--- src/rtl/keypad_pkg.sv ---
// Shared types and constants for the 4x4 keypad scanner.
package keypad_pkg;

  typedef enum logic [1:0] {
    SCAN,
    DEBOUNCE,
    PRESSED
  } kp_state_t;

  localparam logic [3:0] ROW_SEL [4] = '{4'b1110, 4'b1101, 4'b1011, 4'b0111};
  localparam logic [3:0] NO_KEY = 4'hF;

  // Hex code of a key: row*4 + col.
  function automatic logic [3:0] key_code(input logic [1:0] row, input logic [1:0] col);
    return {row, col};
  endfunction

  // Lowest-numbered active-low column wins when several are pressed.
  function automatic logic [1:0] first_low_col(input logic [3:0] col);
    logic [1:0] idx;
    casez (col)
      4'b???0: idx = 2'd0;
      4'b??01: idx = 2'd1;
      4'b?011: idx = 2'd2;
      default: idx = 2'd3;
    endcase
    return idx;
  endfunction

endpackage

--- src/rtl/keypad_scan_tick.sv ---
// Free-running divider producing a one-clk tick every 2^SCAN_DIV_W cycles.
module keypad_scan_tick #(
  parameter int unsigned SCAN_DIV_W = 15
) (
  input  logic clk,
  input  logic rstn,
  output logic o_tick
);

  logic [SCAN_DIV_W-1:0] div;

  always_ff @(posedge clk or negedge rstn) begin
    if (!rstn) div <= '0;
    else       div <= div + SCAN_DIV_W'(1);
  end

  // High during the cycle whose closing edge wraps the divider to zero.
  assign o_tick = &div;

endmodule

--- src/rtl/hex_keypad_scanner.sv ---
// 4x4 matrix keypad scanner with press/release debounce and a 32-bit digit shift register.
// Optional auto-repeat of a held key is enabled by defining KEYPAD_REPEAT_EN.
module hex_keypad_scanner
  import keypad_pkg::*;
#(
  parameter int unsigned SCAN_DIV_W     = 15,
  parameter int unsigned DEBOUNCE_TICKS = 4
`ifdef KEYPAD_REPEAT_EN
  ,
  parameter int unsigned REPEAT_DELAY   = 32,
  parameter int unsigned REPEAT_RATE    = 8
`endif
) (
  input  logic        clk,
  input  logic        rstn,
  input  logic [3:0]  i_col,
  input  logic        i_clr,
  output logic [3:0]  o_row,
  output logic        o_key_valid,
  output logic [3:0]  o_key_code,
  output logic        o_key_held,
  output logic [31:0] o_value
);

  localparam int unsigned CW = (DEBOUNCE_TICKS > 2) ? $clog2(DEBOUNCE_TICKS) : 1;

  logic [3:0]    col_m, col_s;
  logic          tick;
  kp_state_t     state;
  logic [1:0]    row_idx, row_nxt, lat_col;
  logic [CW-1:0] db_cnt, rel_cnt;

`ifdef KEYPAD_REPEAT_EN
  localparam int unsigned RMAX = (REPEAT_DELAY > REPEAT_RATE) ? REPEAT_DELAY : REPEAT_RATE;
  localparam int unsigned RW   = (RMAX > 2) ? $clog2(RMAX) : 1;
  logic [RW-1:0] rep_cnt;
  logic          rep_phase;
`endif

  keypad_scan_tick #(.SCAN_DIV_W(SCAN_DIV_W)) u_tick (
    .clk   (clk),
    .rstn  (rstn),
    .o_tick(tick)
  );

  always_ff @(posedge clk or negedge rstn) begin
    if (!rstn) begin
      col_m <= NO_KEY;
      col_s <= NO_KEY;
    end else begin
      col_m <= i_col;
      col_s <= col_m;
    end
  end

  assign row_nxt = row_idx + 2'd1;

  always_ff @(posedge clk or negedge rstn) begin
    if (!rstn) begin
      state       <= SCAN;
      row_idx     <= '0;
      lat_col     <= '0;
      db_cnt      <= '0;
      rel_cnt     <= '0;
      o_row       <= ROW_SEL[0];
      o_key_valid <= 1'b0;
      o_key_code  <= '0;
      o_key_held  <= 1'b0;
`ifdef KEYPAD_REPEAT_EN
      rep_cnt     <= '0;
      rep_phase   <= 1'b0;
`endif
    end else begin
      o_key_valid <= 1'b0;
      if (tick) begin
        case (state)
          SCAN: begin
            if (col_s != NO_KEY) begin
              lat_col <= first_low_col(col_s);
              db_cnt  <= '0;
              state   <= DEBOUNCE;
            end else begin
              row_idx <= row_nxt;
              o_row   <= ROW_SEL[row_nxt];
            end
          end
          DEBOUNCE: begin
            if (!col_s[lat_col]) begin
              db_cnt <= db_cnt + CW'(1);
              // The detecting tick counts as the first stable one.
              if (db_cnt == CW'(DEBOUNCE_TICKS - 2)) begin
                state       <= PRESSED;
                o_key_valid <= 1'b1;
                o_key_code  <= key_code(row_idx, lat_col);
                o_key_held  <= 1'b1;
                rel_cnt     <= '0;
`ifdef KEYPAD_REPEAT_EN
                rep_cnt     <= '0;
                rep_phase   <= 1'b0;
`endif
              end
            end else begin
              state   <= SCAN;
              row_idx <= row_nxt;
              o_row   <= ROW_SEL[row_nxt];
            end
          end
          PRESSED: begin
            if (col_s[lat_col]) begin
              if (rel_cnt == CW'(DEBOUNCE_TICKS - 1)) begin
                o_key_held <= 1'b0;
                state      <= SCAN;
                row_idx    <= row_nxt;
                o_row      <= ROW_SEL[row_nxt];
              end else begin
                rel_cnt <= rel_cnt + CW'(1);
              end
            end else begin
              rel_cnt <= '0;
            end
`ifdef KEYPAD_REPEAT_EN
            if (rep_cnt == (rep_phase ? RW'(REPEAT_RATE - 1) : RW'(REPEAT_DELAY - 1))) begin
              rep_cnt   <= '0;
              rep_phase <= 1'b1;
              if (!col_s[lat_col]) o_key_valid <= 1'b1;
            end else begin
              rep_cnt <= rep_cnt + RW'(1);
            end
`endif
          end
          default: state <= SCAN;
        endcase
      end
    end
  end

  // Shift follows the cycle o_key_valid is high; a clear in that cycle wins.
  always_ff @(posedge clk or negedge rstn) begin
    if (!rstn)            o_value <= '0;
    else if (i_clr)       o_value <= '0;
    else if (o_key_valid) o_value <= {o_value[27:0], o_key_code};
  end

endmodule
--- config.mk ---
export PLATFORM = sky130hd
export DESIGN_NAME = hex_keypad_scanner
export DESIGN_NICKNAME = d
export VERILOG_FILES = /design/src/rtl/keypad_pkg.sv /design/src/rtl/keypad_scan_tick.sv /design/src/rtl/hex_keypad_scanner.sv
export SDC_FILE = /design/constraint.sdc
export NUM_CORES = 1
export LEC_CHECK = 0
export BUFFER_PORTS_ARGS = -buffer_cell sky130_fd_sc_hd__buf_2
export CAP_MARGIN = 20
export CORE_ASPECT_RATIO = 0.5
export CORE_MARGIN = 2
export CORE_UTILIZATION = 60
export DETAILED_ROUTE_END_ITERATION = 6
export GPL_TIMING_DRIVEN = 0
export HOLD_SLACK_MARGIN = 0.12
export PLACE_DENSITY = 0.89
export RECOVER_POWER = 50
export SLEW_MARGIN = 20
export SYNTH_ARGS = -nofsm -noshare
export SYNTH_HDL_FRONTEND = slang
export SYNTH_HIERARCHICAL = 1
export SYNTH_SLANG_ARGS = --single-unit
--- constraint.sdc ---
create_clock -name clk -period 5.4 [get_ports clk]
set_input_delay 1.08 -clock clk [delete_from_list [all_inputs] [get_ports clk]]
set_output_delay 1.08 -clock clk [all_outputs]
set_load 0.02 [all_outputs]
Word-level counts from Yosys, hierarchy flattened
Cells that the tools add are included.
{"block": "totals", "wordCells": 92, "mem_bits_rw": 0, "romBits": 0, "latch_bits": 0, "in_bits": 7, "mem_count": 0, "regBits": 75}
{"block": "op_classes", "shifts": 0, "mul": 0, "reduce_logical": 13, "n_eq_ne": 16, "mux": 41, "n_lt_le_gt_ge": 2, "add_sub_neg": 4, "div_mod_pow": 0, "n_bitwise": 3}
{"operator": "2-to-1 mux 32 bit", "count": 2}
{"operator": "AND reduction 20 bit", "count": 2}
{"operator": "AND reduction 19 bit", "count": 2}
{"operator": "AND reduction 18 bit", "count": 2}
{"operator": "2-to-1 mux 2 bit", "count": 15}
{"operator": "2-to-1 mux 4 bit", "count": 6}
{"operator": "case mux 2 bit (3 select lines)", "count": 3}
{"operator": "AND reduction 17 bit", "count": 1}
{"operator": "adder 15 x 1 -> 15 bit (second input constant)", "count": 1}
{"operator": "AND reduction 15 bit", "count": 1}
{"operator": "!= test 2 bit (second input constant)", "count": 7}
{"operator": "case mux 4 bit (3 select lines)", "count": 1}
{"operator": "2-to-1 mux 1 bit", "count": 9}
{"operator": "binary-select mux 4 bit (select 2 bit)", "count": 1}
{"operator": "case mux 2 bit (2 select lines)", "count": 2}
{"operator": "adder 2 x 1 -> 2 bit (second input constant)", "count": 3}
{"operator": "== test 2 bit (second input constant)", "count": 3}
{"operator": "!= test 3 bit (second input constant)", "count": 2}
{"operator": "nonzero test 2 bit", "count": 3}
{"operator": "== test 2 x 1 -> 1 bit (second input constant)", "count": 2}
{"operator": "!= test 4 bit (second input constant)", "count": 1}
{"operator": "== test 3 x 2 -> 1 bit (second input constant)", "count": 1}
{"operator": "greater-or-equal comparator 3 bit (second input constant)", "count": 1}
{"operator": "less-than comparator 2 x 3 -> 1 bit (second input constant)", "count": 1}
{"operator": "other kinds (6)", "count": 7}

Logic depth before layout (Yosys ltp)
{"block": "logic_depth", "word_depth": 8, "ltp_mapped": 9, "mapped_depth_nobuf": 8}

Hierarchy
Netlist, hierarchy kept.
{"mod": "hex_keypad_scanner", "n_inst": 1, "cells_per_inst": 201, "seq_area_each_um2": 1515.2, "area_per_inst_um2": 2521.2}
{"mod": "keypad_scan_tick", "n_inst": 1, "cells_per_inst": 55, "seq_area_each_um2": 375.4, "area_per_inst_um2": 639.4}

Worst setup path before layout
Ideal clock, no wire load.
{"block": "synth_path", "path_kind": "reg2reg", "from": "reg u_tick.div[0]", "to": "reg row_idx[1]", "path_buffers": 1, "setup_time_ns": 0.125, "required_ns": 5.275, "arrival_time_ns": 2.274, "stages_incl_launch_ff": 10, "slack_ns": 3.001, "path_cell_list": "dfrtp_1 ha_1 nand4_1 nor4_2 and2_1 buf_2 nor2b_1 a32oi_1 o32ai_4 mux2_2"}
{"block": "synth_via", "elab_chain_cells": 1}
{"element": "start: declaration", "line_no": "keypad_scan_tick.sv:10", "text": "logic [SCAN_DIV_W-1:0] div;"}
{"element": "start signal: assignment", "line_no": "keypad_scan_tick.sv:14", "text": "else div <= div + SCAN_DIV_W'(1);"}
{"element": "AND reduction 20 bit (no source line)"}
{"element": "end signal: assignment", "line_no": "hex_keypad_scanner.sv:83", "text": "row_idx <= row_nxt;"}
{"element": "end signal: assignment", "line_no": "hex_keypad_scanner.sv:104", "text": "row_idx <= row_nxt;"}
{"element": "end signal: assignment", "line_no": "hex_keypad_scanner.sv:113", "text": "row_idx <= row_nxt;"}
{"element": "end: declaration", "line_no": "hex_keypad_scanner.sv:30", "text": "logic [1:0] row_idx, row_nxt, lat_col;"}
No other way between the ends.
A chain may end at the register's enable or synchronous reset.

Worst setup path after layout
Same ends and word-level chain as after synthesis.

==> summary.txt <==
Timing
  – Setup_tns: 0 ns
  – Hold WS: 0.356 ns
  – Final hold vios: 0
  – Final setup fails: 0
  – RSZ-0062 raised after global routing: no
  – Fin crit period: 2.85 ns
  – Tcrit/Tclk final: 52.7%
  – Worst relative slew slack: 48.9%
  – F_max: 351 MHz
  – Worst slew pin tran: 0.766 ns
  – Final Skew: 0.0106 ns
  – Slew Limit Fails: 0

Route
  – DRT antenna net count: 0
  – First-pass DRT Iterations: 4
  – DR vias: 2187
  – DRT iter0 DRCs: 144
  – Residual DRC count: 0
  – DRT Wirelength: 6520 µm
  – Vias per inst: 5.59
  – Average wire per standard cell: 16.7 µm

Worst setup path
  – Reg2reg start: u_tick/div[0]
  – Worst Setup EP: row_idx[1]
  – Data required time of the critical path: 5.63 ns
  – Critical R2R Capture: row_idx[1]
  – CP startpoint kind: flop
  – Max Fanout on Critical Path: 9
  – Setup Crit Path Kind: flop to flop
  – Crit path DAT: 3.08 ns
  – Flop-to-flop setup slack: 2.55 ns
  – Worst Reg-to-Reg Cells: 8
  – Crit. End Element: flop
  – Critical Path Start: u_tick/div[0]

Yosys
  – Synthesized Nets: 270
  – Post-synth ARST share: 100%
  – Syn avg cell area: 12.3 µm²
  – Post-synth top area cell: dfrtp_1
  – Mapped Cells: 256
  – Flops & latches, synth: 75
  – Top_reg_cell synth: dfrtp_1
  – EDFF count, synth: 0
  – YS warnings: 6
  – Mapped Area: 0.00316 mm²
  – Area contributors post-synth: dfrtp_1 (51%), mux2i_1 (12%), dfstp_2 (9.1%)
  – Post-synthesis cell type count: 36
  – Seq/Total Area, Yosys: 59.8%
  – Top cell type's share of synthesized area: 50.7%

Clocking
  – CTS Buf Count: 9
  – Post-cts gate resize count: 0
  – CTS max path bufs: 2
  – CTS Root Cell: clkbuf_8
  – CTS Hold Buffers Added: 0
  – Total setup buffers inserted after CTS: 0
  – CTS H-tree depth: 3
  – CTS tree: done
  – Clk slew on worst S/H paths: 0.07 ns
  – Worst skew pair latency: 0.35 ns
  – Clock sinks: 75

Global routing
  – Busiest layer in global routing: met2
  – GR Util met2: 39.9%
  – Initial antenna violation count: 0
  – Number of global-route vias before repair: 2212
  – First-pass GRT wire length: 11100 µm
  – Grt total ovfl: 0
  – GRT Total Usage: 24.6%
  – GR Util met1: 31.3%
  – Pin count of the biggest net entering global routing: 64
  – Global-route met3 utilization: 6.97%

Floorplan
  – Die Span X: 107 µm
  – Initial Utilization: 63.2%
  – Area of the core: 0.00500 mm²
  – Row Count: 18
  – Die area: 0.00590 mm²
  – Die Ht: 55.3 µm
  – Io pins: 49

Pwr
  – Internal power: 0.928 mW
  – Seq pwr share: 49.4%
  – Maximum vdd drop: 0.000193 V
  – PD cells: 305 mW/mm²
  – Part of the power in the clock network: 48.6%
  – Sw frac: 19.3%
  – P_sw: 0.222 mW
  – Leak: 1.83 nW
  – Gate power share: 1.9%

Cells and area
  – Area Growth Syn to Fin: 19.4%
  – Fillers: 316
  – N_diodes: 0
  – Final core occ: 75.5%
  – Footprint of the multi-input gates: 0.00117 mm²
  – Layout cell share with drive strength beyond 1: 28.0%
  – Nets: 330
  – Sequential cell area: 0.00189 mm²
  – Design area: 0.00377 mm²

Placed design
  – Final Wtd Congestion: 0.794
  – Port Buffers: 48
  – Post-DP HPWL: 4070 µm
  – Placed Area: 0.00352 mm²

Outcome
  – Status: finished, final reports clean

Run
  – Max cap viols: 0

Min path
  – Hold crit path type: flop to flop
==> how the worst min path moves through the flow <==
stage,start,cells past startpoint,endpoint
global placement,col_m[3],0,col_s[3]
floorplan,col_m[0],0,col_s[0]
global route,col_m[0],0,col_s[0]
CTS,col_m[2],0,col_s[2]
finish,col_m[2],0,col_s[2]
detailed placement,col_m[2],0,col_s[2]
==> synth_stat cells, types with 2 or more instances <==
master     n
dfrtp_1   64
nor2_1    39
dfstp_2   11
nor4_1     2
xor2_1    10
buf_1      3
mux2_2     5
nand4_1    3
nor3_1     5
ha_1       7
xnor2_1    4
nand3_1    8
clkbuf_1   4
a32oi_1    2
inv_1     14
mux2i_1   37
o21ai_0    8
a21oi_1    2
nand2_1   11
==> cell type report <==
class	count	area share (%)
clock buffers	10	3.38
multi-input cells	158	31.0
flip-flops and latches	75	50.1
repair buffers	49	7.06
clock inverters	6	3.62
plain buffers	9	1.13
inverters	14	1.39
well taps	70	2.32
==> worst max-delay path: stages (launching register included) <==
cell and delay [ns]:
dfrtp_1 0.40, ha_1 0.27, nand4_1 0.22, nor4_2 0.40, and2_1 0.18, buf_2 0.21
nand2b_1 0.17, o32ai_4 0.50, mux2_2 0.38
==> through the flow <==
| stage | setup slack (ns) | power (mW) | cells |
|---|---|---|---|
| floorplan | 3.00 | 0.585 | 256 |
| detailed placement | 2.65 | 0.603 | 375 |
| global route | 2.40 | 1.18 | 391 |
| finish | 2.55 | 1.15 | 391 |
| CTS | 2.56 | 1.16 | 391 |
| global placement | 2.72 | 0.599 | 374 |
==> metal layers <==
| metal | part of all wire [%] | vias up |
|---|---|---|
| met5 | 0 | - |
| met4 | 2.2 | 0 |
| met3 | 5.6 | 18 |
| met2 | 50 | 84 |
| met1 | 42 | 1099 |
| li1 | - | 986 |
==> power by group through the flow <==
stage	registers, mW	logic (mW)	clock network (mW)
finish	0.568	0.0223	0.559
detailed placement	0.579	0.0236	0
CTS	0.568	0.0237	0.566
global route	0.569	0.0263	0.588
floorplan	0.579	0.00629	0
global placement	0.579	0.0201	0
==> layout by cell type (no fill, tap or decap), types with 6 or more instances in the layout <==
cell type,n
buf_2,48
o21ai_0,8
clkbuf_1,6
nor2_1,39
nand3_1,8
mux2i_1,37
inv_1,14
clkbuf_8,9
ha_1,7
dfstp_2,11
xor2_1,10
nand2_1,11
dfrtp_1,64
==> flip-flops by register name (all words and copies together) (netlist names), 4 cells and up <==
register,cells
o_row,4
o_key_code,4
col_m,4
col_s,4
o_value,32
u_tick/div,15
==> cells by family (layout without fill, tap and decap cells) <==
kind of cell / Yosys count / in the layout / share of synthesized area, %
AND/OR/NAND/NOR: 76 / 76 / 11.4
flip-flops: 75 / 75 / 59.8
adder cells (fa/ha/maj): 7 / 7 / 2.77
AO/OA/AOI/OAI: 17 / 17 / 4.47
multiplexers: 44 / 44 / 14.7
buffers and inverters: 23 / 88 / 3.01
XOR/XNOR: 14 / 14 / 3.88
Note: power is estimated with default switching activity, not from simulation.
